$ cat src/rtl/sub_div_4_bit.sv
// 4-bit subtract / restoring-divide unit with start/busy/done handshake.
// Optional divide-by-zero flag is enabled with SUB_DIV_4_BIT_DIVZERO_EN.
//
// state | meaning
// IDLE  | waiting for start
// SUB   | single-cycle A-B
// DIV   | restoring division, one quotient bit per cycle (4 cycles)
// DONE  | done pulse; start here launches the next operation
module sub_div_4_bit (
  input  logic       clk,
  input  logic       rst,
  input  logic [3:0] a,
  input  logic [3:0] b,
  input  logic       operation,
  input  logic       start,
  output logic       busy,
  output logic       done,
  output logic [7:0] Result
`ifdef SUB_DIV_4_BIT_DIVZERO_EN
  ,
  output logic       div_by_zero
`endif
);

  typedef enum logic [1:0] {
    IDLE = 2'd0,
    SUB  = 2'd1,
    DIV  = 2'd2,
    DONE = 2'd3
  } state_t;

  state_t     state_q, state_d;
  logic [3:0] a_q, a_d;
  logic [3:0] b_q, b_d;
  logic [3:0] rem_q, rem_d;
  logic [1:0] cnt_q, cnt_d;
  logic [7:0] result_q, result_d;

  logic [4:0] trial;
  logic [3:0] diff;
  logic       q_bit;
  logic       b_zero;

`ifdef SUB_DIV_4_BIT_DIVZERO_EN
  logic dbz_q, dbz_d;
  assign b_zero = (b_q == 4'd0);
  assign dbz_d  = (state_q == DIV) && b_zero;
`else
  assign b_zero = 1'b0;
`endif

  // a_q doubles as the dividend shift register; quotient bits shift in at the LSB
  always_comb begin
    trial = {rem_q, a_q[3]};
    diff  = trial[3:0] - b_q;
    q_bit = (trial >= {1'b0, b_q});
  end

  always_comb begin
    state_d  = state_q;
    a_d      = a_q;
    b_d      = b_q;
    rem_d    = rem_q;
    cnt_d    = cnt_q;
    result_d = result_q;
    case (state_q)
      IDLE, DONE: begin
        if (start) begin
          a_d     = a;
          b_d     = b;
          rem_d   = 4'd0;
          cnt_d   = 2'd0;
          state_d = operation ? DIV : SUB;
        end else begin
          state_d = IDLE;
        end
      end
      SUB: begin
        result_d = {4'd0, a_q} - {4'd0, b_q};
        state_d  = DONE;
      end
      DIV: begin
        if (b_zero) begin
          result_d = 8'h00;
          state_d  = DONE;
        end else begin
          rem_d = q_bit ? diff : trial[3:0];
          a_d   = {a_q[2:0], q_bit};
          cnt_d = cnt_q + 2'd1;
          if (cnt_q == 2'd3) begin
            result_d = {rem_d, a_q[2:0], q_bit};
            state_d  = DONE;
          end
        end
      end
      default: state_d = IDLE;
    endcase
  end

  always_ff @(posedge clk or posedge rst) begin
    if (rst) begin
      state_q  <= IDLE;
      a_q      <= 4'd0;
      b_q      <= 4'd0;
      rem_q    <= 4'd0;
      cnt_q    <= 2'd0;
      result_q <= 8'h00;
    end else begin
      state_q  <= state_d;
      a_q      <= a_d;
      b_q      <= b_d;
      rem_q    <= rem_d;
      cnt_q    <= cnt_d;
      result_q <= result_d;
    end
  end

`ifdef SUB_DIV_4_BIT_DIVZERO_EN
  always_ff @(posedge clk or posedge rst) begin
    if (rst) dbz_q <= 1'b0;
    else     dbz_q <= dbz_d;
  end
  assign div_by_zero = dbz_q;
`endif

  assign busy   = (state_q == SUB) || (state_q == DIV);
  assign done   = (state_q == DONE);
  assign Result = result_q;

endmodule

$ cat config.mk
export PLATFORM = sky130hd
export DESIGN_NAME = sub_div_4_bit
export DESIGN_NICKNAME = d
export VERILOG_FILES = /design/src/rtl/sub_div_4_bit.sv
export SDC_FILE = /design/constraint.sdc
export NUM_CORES = 1
export LEC_CHECK = 0
export CORE_ASPECT_RATIO = 1.4
export CORE_MARGIN = 5
export CORE_UTILIZATION = 40
export CTS_CLUSTER_DIAMETER = 60
export DETAILED_ROUTE_END_ITERATION = 10
export PLACE_DENSITY = 0.6
export SLEW_MARGIN = 25
export SYNTH_ARGS = -nofsm -noshare
export SYNTH_HDL_FRONTEND = slang
export SYNTH_SLANG_ARGS = --single-unit
$ cat constraint.sdc
create_clock -name clk -period 4.98 [get_ports clk]
set_input_delay 0.498 -clock clk [delete_from_list [all_inputs] [get_ports clk]]
set_output_delay 0.498 -clock clk [all_outputs]
set_load 0.02 [all_outputs]
==> results of run 1 <==
-- cell type report --
cell class                 instances  area (um^2)
fill                             352         1820
multi-input combinational        106          801
sequential                        24          601
timing repair buffer              21          210
tap                               42         52.6
inverter                          13         48.8
clock buffer                       3         41.3
-- synthesized netlist by cell type, types with 2 or more instances --
cell      instances
fa_1              2
nor2b_1           2
o21ai_0          16
nand2b_1          3
ha_1             12
nor2_1            6
inv_1            13
clkbuf_1          2
xnor2_1           2
a21o_1            3
nor3_1            3
a21oi_1           8
dfrtp_1          24
a21boi_1          2
a31oi_1           2
mux2_2            5
nand2_1          16
mux2i_1           5
-- registers in the layout, indices dropped and copies added, names as in the netlist --
signal,flops
Result,8
a_q,4
b_q,4
rem_q,4
cnt_q,2
state_q,2
-- where the power goes --
part,leakage [nW],total (W),internal [W],switching (W)
Combinational,0.473,0.000870,0.000401,0.000470
Sequential,0.293,0.000354,0.000289,0.0000652
Clock,0.0216,0.000113,0.0000541,0.0000589
-- worst max-delay path, stage by stage, from the launching register on --
cell,delay (ns)
dfrtp_1,0.39
inv_1,0.06
ha_1,0.34
inv_1,0.12
clkdlybuf4s50_1,0.62
-- kinds of logic after synthesis --
| group | count (synthesis) |
|---|---|
| AOI/OAI and AO/OA | 41 |
| and+or+nand+nor | 38 |
| DFF | 24 |
| buffers and inverters | 16 |
| adders and majority gates | 14 |
| muxes | 11 |
| xor gates and xnor gates | 2 |
-- layer usage --
layer	GRT usage [%]	vias to the layer above	share of wire [%]
li1	-	555	-
met1	16.3	547	41
met2	25.7	12	55
met3	1.42	5	1.9
met4	4.56	0	1.6
met5	0	-	0
-- metrics by stage --
stage                     area [um^2]  setup slack (ns)  util, %  total power [W]  hold WS (ns)
after detailed placement         1710              2.43     47.8          0.00124         0.474
final                            1750              2.69     49.0          0.00134         0.484
after global placement           1710              2.48     47.8          0.00121         0.466
after global routing             1750              2.62     49.0          0.00146         0.524
after CTS                        1750              2.61     48.9          0.00135         0.493
after floorplan                  1460              3.07        -         0.000992         0.454
-- worst max-delay path by stage --
stage / slack [ns] / from / depth (start not counted) / end
2_1_floorplan: 3.07 / b_q[2] / 7 / rem_q[3]
3_3_place_gp: 2.48 / start / 4 / rem_q[3]
3_5_place_dp: 2.43 / start / 4 / rem_q[3]
4_1_cts: 2.61 / state_q[0] / 4 / rem_q[3]
5_1_grt: 2.62 / state_q[0] / 4 / busy
6_report: 2.69 / state_q[0] / 4 / busy
==> summary.md, run 1 <==
| Metric | Value |
|---|---|
| Drt total wl | ~3 mm |
| Total GRT Usage | 14.0% |
| Post-CTS setup buffer count | 0 |
| Hold EP | Result[2] |
| TNS Setup | 0 ns |
| Syn Nets | 172 |
| Worst min path class | register to register |
| Top cells by area, synth | dfrtp_1 41%, ha_1 10%, o21ai_0 5.5%, nand2_1 4.1%, mux2_2 3.9% |
| Mapped Avg Cell Area | 9.99 um^2 |
| RSZ-0062 raised after global routing | no |
| Synth Cell Area | 1460 um^2 |
| Hpwl dp | about 2.5 mm |
| Die width | 61.0 um |
| Flop2flop setup slack | about 2.8 ns |
| Vias in the first global route | 1,150 |
| CTS HTree Levels | 1 |
| Die Y | between 80 and 90 um |
| Worst flop-to-flop path endpoint | Result[7] |
| Worst EP required | between 4 and 5 ns |
| Sink Count | 24 |
| Port Buffer Count | 21 |
| Max_slew headroom | around 42% |
| Setup CP Type | register to output port |
| Via count of the routed design | 1,119 |
| P&R area growth vs syn | 20.2% |
| Row cnt | 26 |
| Starting DRT DRC Count | 31 |
| Hold-fix buffers at CTS | 0 |
| Commonest non-fill, non-tap cell in the layout | dfrtp_1 |
| Setup crit end kind | output port |
| Max_cap viols | 0 |
| Core area | 3580 um^2 |
| Placed insts | 206 |
| Seq/Total Area, Yosys | 41.2% |
| Worst skew pair latency | 0.26 ns |
| TritonRoute pass-1 iters | 4 |
| Initial antenna violation count | 0 |
| Synth Instances | between 100 and 150 |
| Finished Layout Cells | roughly 210 |
| Largest net degree at the start of global routing | 25 |
| Post-synth cell types | 38 |
| WL/cell | roughly 15 um |
| Hold Path Depth | 2 |
| Fin crit share | 46.0% |
| Worst vdd ir | approximately 0.32 mV |
| Worst Path Arrival | about 1.8 ns |
| Post-synth EDFFs | 0 |
| Share of post-route cells with drive strength above 1 | roughly 10% |
| Most frequent cells in the layout | 24 x dfrtp_1, 21 x clkdlybuf4s50_1, 16 x nand2_1, 16 x o21ai_0 |
| Drt via density | ~5.4 |
| Min-delay src | Result[2] |
| Largest family of logic cells by synthesized area | compound AO/OA/AOI/OAI gates |
| Synth Area in Compound Gates | between 10% and 20% |
| CP max FO | 4 |
| R2R cell count | 7 |
| Outcome | completed |
| Worst clock skew | 0.00319 ns |
| Area leader, netlist | dfrtp_1 |
| Cts repair resizes | 0 |
| Yosys top cell area share | 41.2% |
| FF+latch count, synth | 24 |
| Starting density of the core | 40.8% |
| Setup violators final | 0 |
| P per Cell Area | 762 nW/um^2 |
| Mux cell area share after synthesis | 8.32% |
| Final Hold Fails | 0 |
| Simple-gate portion of the synthesized area | 12.8% |
| Synth Area in Adders | 13.0% |
| Slew Limit Fails | 0 |
| Worst r2r src | state_q[0] |
| I/O pin count | 22 |
| Ys async rst share | 100% |
| Post-DRT Antenna Nets | 0 |
| Antenna cells | 0 |
| Root Driver | clkbuf_8 |
| Post-route minimum period | 2.29 ns |
| Worst Setup Start Kind | register |
| Remaining global-route overflow | 0 |
| LEAKAGE | about 0.79 nW |
| Xor-xnor portion of the synthesized cell area | under 10% |
| DIE AREA | around 5000 um^2 |
| CTS tree | built |
| Clock buffer depth | 2 |
| Yosys Warn Count | 0 |
| First-pass GRT wire length | 5.23 mm |
| Nets@finish | 195 |
| Placer Congestion | 0.777 |
| Num CTS Buffers | 3 |
| Measured slew at the worst slew-check pin | between 0.8 and 0.9 ns |
| Peak Freq | 0.437 GHz |
| Ys flop type | dfrtp_1 |
| Worst-path clk slew | 0.08 ns |
| DRC Markers | 0 |
Note: power is estimated with default switching activity, not from simulation.
==> inputs of run 2 (changes only) <==
--- a/config.mk
+++ b/config.mk
@@ -10,7 +10,7 @@
 export CORE_UTILIZATION = 40
 export CTS_CLUSTER_DIAMETER = 60
 export DETAILED_ROUTE_END_ITERATION = 10
-export PLACE_DENSITY = 0.6
+export PLACE_DENSITY = 0.62
 export SLEW_MARGIN = 25
 export SYNTH_ARGS = -nofsm -noshare
 export SYNTH_HDL_FRONTEND = slang
==> constraint.sdc (replaced) <==
create_clock -name clk -period 1.9 [get_ports clk]
set_input_delay 0.19 -clock clk [delete_from_list [all_inputs] [get_ports clk]]
set_output_delay 0.19 -clock clk [all_outputs]
set_load 0.02 [all_outputs]
==> summary.md, run 2 (synthesized netlist as in run 1, its figures left out) <==
| Metric | Value |
|---|---|
| Worst skew pair latency | 0.27 ns (was 0.26 ns) |
| Starting density of the core | 40.8% (unchanged) |
| R2R cell count | 7 (unchanged) |
| Placer Congestion | 0.907 (was 0.777) |
| Antenna cells | 0 (unchanged) |
| Crit-path slowest cell | dfrtp_1 (was clkdlybuf4s50_1) |
| Max layer used | met4 (unchanged) |
| Vias in the first global route | 1,268 (was 1,150) |
| Finished Layout Cells | 235 (was 209) |
| Storage cell area | 601 um^2 (unchanged) |
| Remaining global-route overflow | 0 (unchanged) |
| Measured slew at the worst slew-check pin | 0.383 ns (was 0.864 ns) |
| Crit path cell chain | inv_2, ha_4, or2_4, a21boi_4, or3b_1, o2111a_1, mux2_2 (was inv_1, ha_1, inv_1, clkdlybuf4s50_1) |
| Final critical-path setup slack | -0.0113 ns (was 2.69 ns) |
| Post-DRT Antenna Nets | 0 (unchanged) |
| P&R area growth vs syn | 39.9% (was 20.2%) |
| Flop2flop setup slack | -0.01 ns (was 2.83 ns) |
| Total GRT Usage | 15.5% (was 14.0%) |
| DRC Markers | 0 (unchanged) |
| Drt total wl | 3.57 mm (was 3.09 mm) |
| Hold-fix buffers at CTS | 0 (unchanged) |
| DP Area | 1870 um^2 (was 1710 um^2) |
| Slew Limit Fails | 0 (unchanged) |
| Worst flop-to-flop path endpoint | rem_q[3] (was Result[7]) |
| Via count of the routed design | 1,224 (was 1,119) |
| Worst Path Arrival | 2.07 ns (was 1.79 ns) |
| I/O pin count | 22 (unchanged) |
| Family with the most delay on the worst path | simple AND/OR/NAND/NOR gates (was buffers and inverters) |
| Setup CP Type | register to register (was register to output port) |
| Worst clock skew | 0.00295 ns (was 0.00319 ns) |
| Outcome | finished, violations left (was completed) |
| WL met2 | 2.05 mm (was 1.70 mm) |
| Peak Freq | approximately 0.52 GHz |
| Final Hold Fails | 0 (unchanged) |
| Nets@finish | 220 (was 195) |
| WP buf/inv | 1 (was 3) |
| CP Depth | 7 (was 4) |
| CP max FO | 3 (was 4) |
| Commonest non-fill, non-tap cell in the layout | buf_4 (was dfrtp_1) |
| Share of post-route cells with drive strength above 1 | 30.1% (was 10.2%) |
| RSZ-0062 raised after global routing | yes (was no) |
| Die width | 61.0 um (unchanged) |
| TritonRoute pass-1 iters | 4 (unchanged) |
| Num CTS Buffers | 3 (unchanged) |
| Layout Utilization | 57.0% (was 49.0%) |
| WL/cell | 15.2 um (was 14.8 um) |
| Worst-path clk slew | 0.09 ns (was 0.08 ns) |
| Largest net degree at the start of global routing | 25 (unchanged) |
| CTS HTree Levels | 1 (unchanged) |
| Fin crit share | 101% |
| Starting DRT DRC Count | 18 (was 31) |
| Root Driver | clkbuf_8 (unchanged) |
| Worst r2r src | b_q[2] (was state_q[0]) |
| CTS tree | built (unchanged) |
| Port Buffer Count | 21 (unchanged) |
| Sink Count | 24 (unchanged) |
| Placed insts | 226 (was 206) |
| P per Cell Area | 2100 nW/um^2 (was 762 nW/um^2) |
| DIE AREA | 4970 um^2 (unchanged) |
| Wire length on met1 | 1.38 mm (was 1.28 mm) |
| Clock buffer depth | 2 (unchanged) |
| LEAKAGE | 0.938 nW (was 0.788 nW) |
| Multi-input combinational cell area | 871 um^2 (was 801 um^2) |
| Worst EP required | 2.06 ns (was 4.48 ns) |
| Setup violators final | 1 (was 0) |
| Most frequent cells in the layout | 25 x buf_4, 24 x dfrtp_1, 20 x clkdlybuf4s50_1, 16 x nand2_1, 14 x o21ai_0 (was 24 x dfrtp_1, 21 x clkdlybuf4s50_1, 16 x nand2_1, 16 x o21ai_0) |
| Routed wl met3 | 64 um (was 58 um) |
| Max_cap viols | 0 (unchanged) |
| Fill cell count | 311 (was 352) |
| Failing checks | negative setup slack |
| Die Y | 81.5 um (unchanged) |
| Drt via density | 5.21 (was 5.35) |
| First-pass GRT wire length | 5.75 mm (was 5.23 mm) |
| Core area | 3580 um^2 (unchanged) |
| Worst vdd ir | 1.22 mV (was 0.321 mV) |
| Max_slew headroom | 74.4% (was 42.1%) |
| Row cnt | 26 (unchanged) |
| Worst min path class | input pin to asynchronous set/reset pin (was register to register) |
| Setup crit end kind | register (was output port) |
| Initial antenna violation count | 0 (unchanged) |
| Design Area, Final | 2040 um^2 (was 1750 um^2) |
| Post-route minimum period | 1.91 ns |
| Worst path max stage delay | 0.39 ns (was 0.62 ns) |
| Max reg flops | 8 (unchanged) |
| Worst Setup Start Kind | register (unchanged) |
| Hpwl dp | 2.72 mm (was 2.47 mm) |
## run 2: cell types whose count changed in the layout (fill, tap and decap cells not counted), sizes merged
cell / delta
bufinv: +1
buf: +25
clkdlybuf4s50: -1
clkinv: -1
inv: +1
dlygate4sd2: +1
## run 2: cell type report
class | count | share of cell area (%)
Clock buffer | 3 | 2.02
Inverter | 13 | 2.39
Tap cell | 42 | 2.58
Sequential cell | 24 | 29.4
Multi-Input combinational cell | 106 | 42.7
Clock inverter | 1 | 1.47
Timing Repair Buffer | 46 | 19.4
## run 2: worst reg2reg max path: stages, from the launching register on
cell and delay, ns:
dfrtp_1 0.39, inv_2 0.08, ha_4 0.20, or2_4 0.22, a21boi_4 0.14, or3b_1 0.36
o2111a_1 0.15, mux2_2 0.26
## run 2: what timing repair did
action                                  CTS  global route
endpoints found under the setup margin    9             9
resized for setup                         6            18
pin swaps                                 1             8
buffers inserted                          1             4
hold endpoints to repair                  0             0
## run 2: routing by layer
metal | GRT usage (%) | vias to the layer above
met5 | 0 | -
met4 | 7.38 | 0
met3 | 2.36 | 7
met2 | 28.2 | 18
met1 | 17.1 | 593
li1 | - | 606
## run 2: per-stage QoR
stage / setup WS (ns) / power [W] / setup TNS [ns] / hold WS, ns
finish: -0.0113 / 0.00428 / -0.0113 / 0.261
detailed placement: -0.0692 / 0.00356 / -0.238 / 0.483
global placement: -0.0716 / 0.00349 / -0.179 / 0.464
floorplan: 0.0135 / 0.00262 / 0 / 0.205
CTS: -0.0325 / 0.00405 / -0.0325 / 0.275
global route: -0.0624 / 0.00466 / -0.172 / 0.295
## run 2: worst max path at each step
stage | slack [ns] | to | start
6_report | -0.01 | rem_q[3] | b_q[2]
5_1_grt | -0.06 | rem_q[3] | b_q[2]
4_1_cts | -0.03 | rem_q[3] | b_q[2]
3_5_place_dp | -0.07 | rem_q[3] | b_q[2]
3_3_place_gp | -0.07 | Result[7] | a_q[0]
2_1_floorplan | 0.01 | rem_q[3] | b_q[2]
## run 2: where the power goes
group,internal [W],leakage [nW],switching [W],total (W)
clock,0.000282,0.0357,0.000178,0.000459
sequential,0.000757,0.293,0.000177,0.000934
combinational,0.00149,0.609,0.00139,0.00289
total,0.00253,0.938,0.00175,0.00428
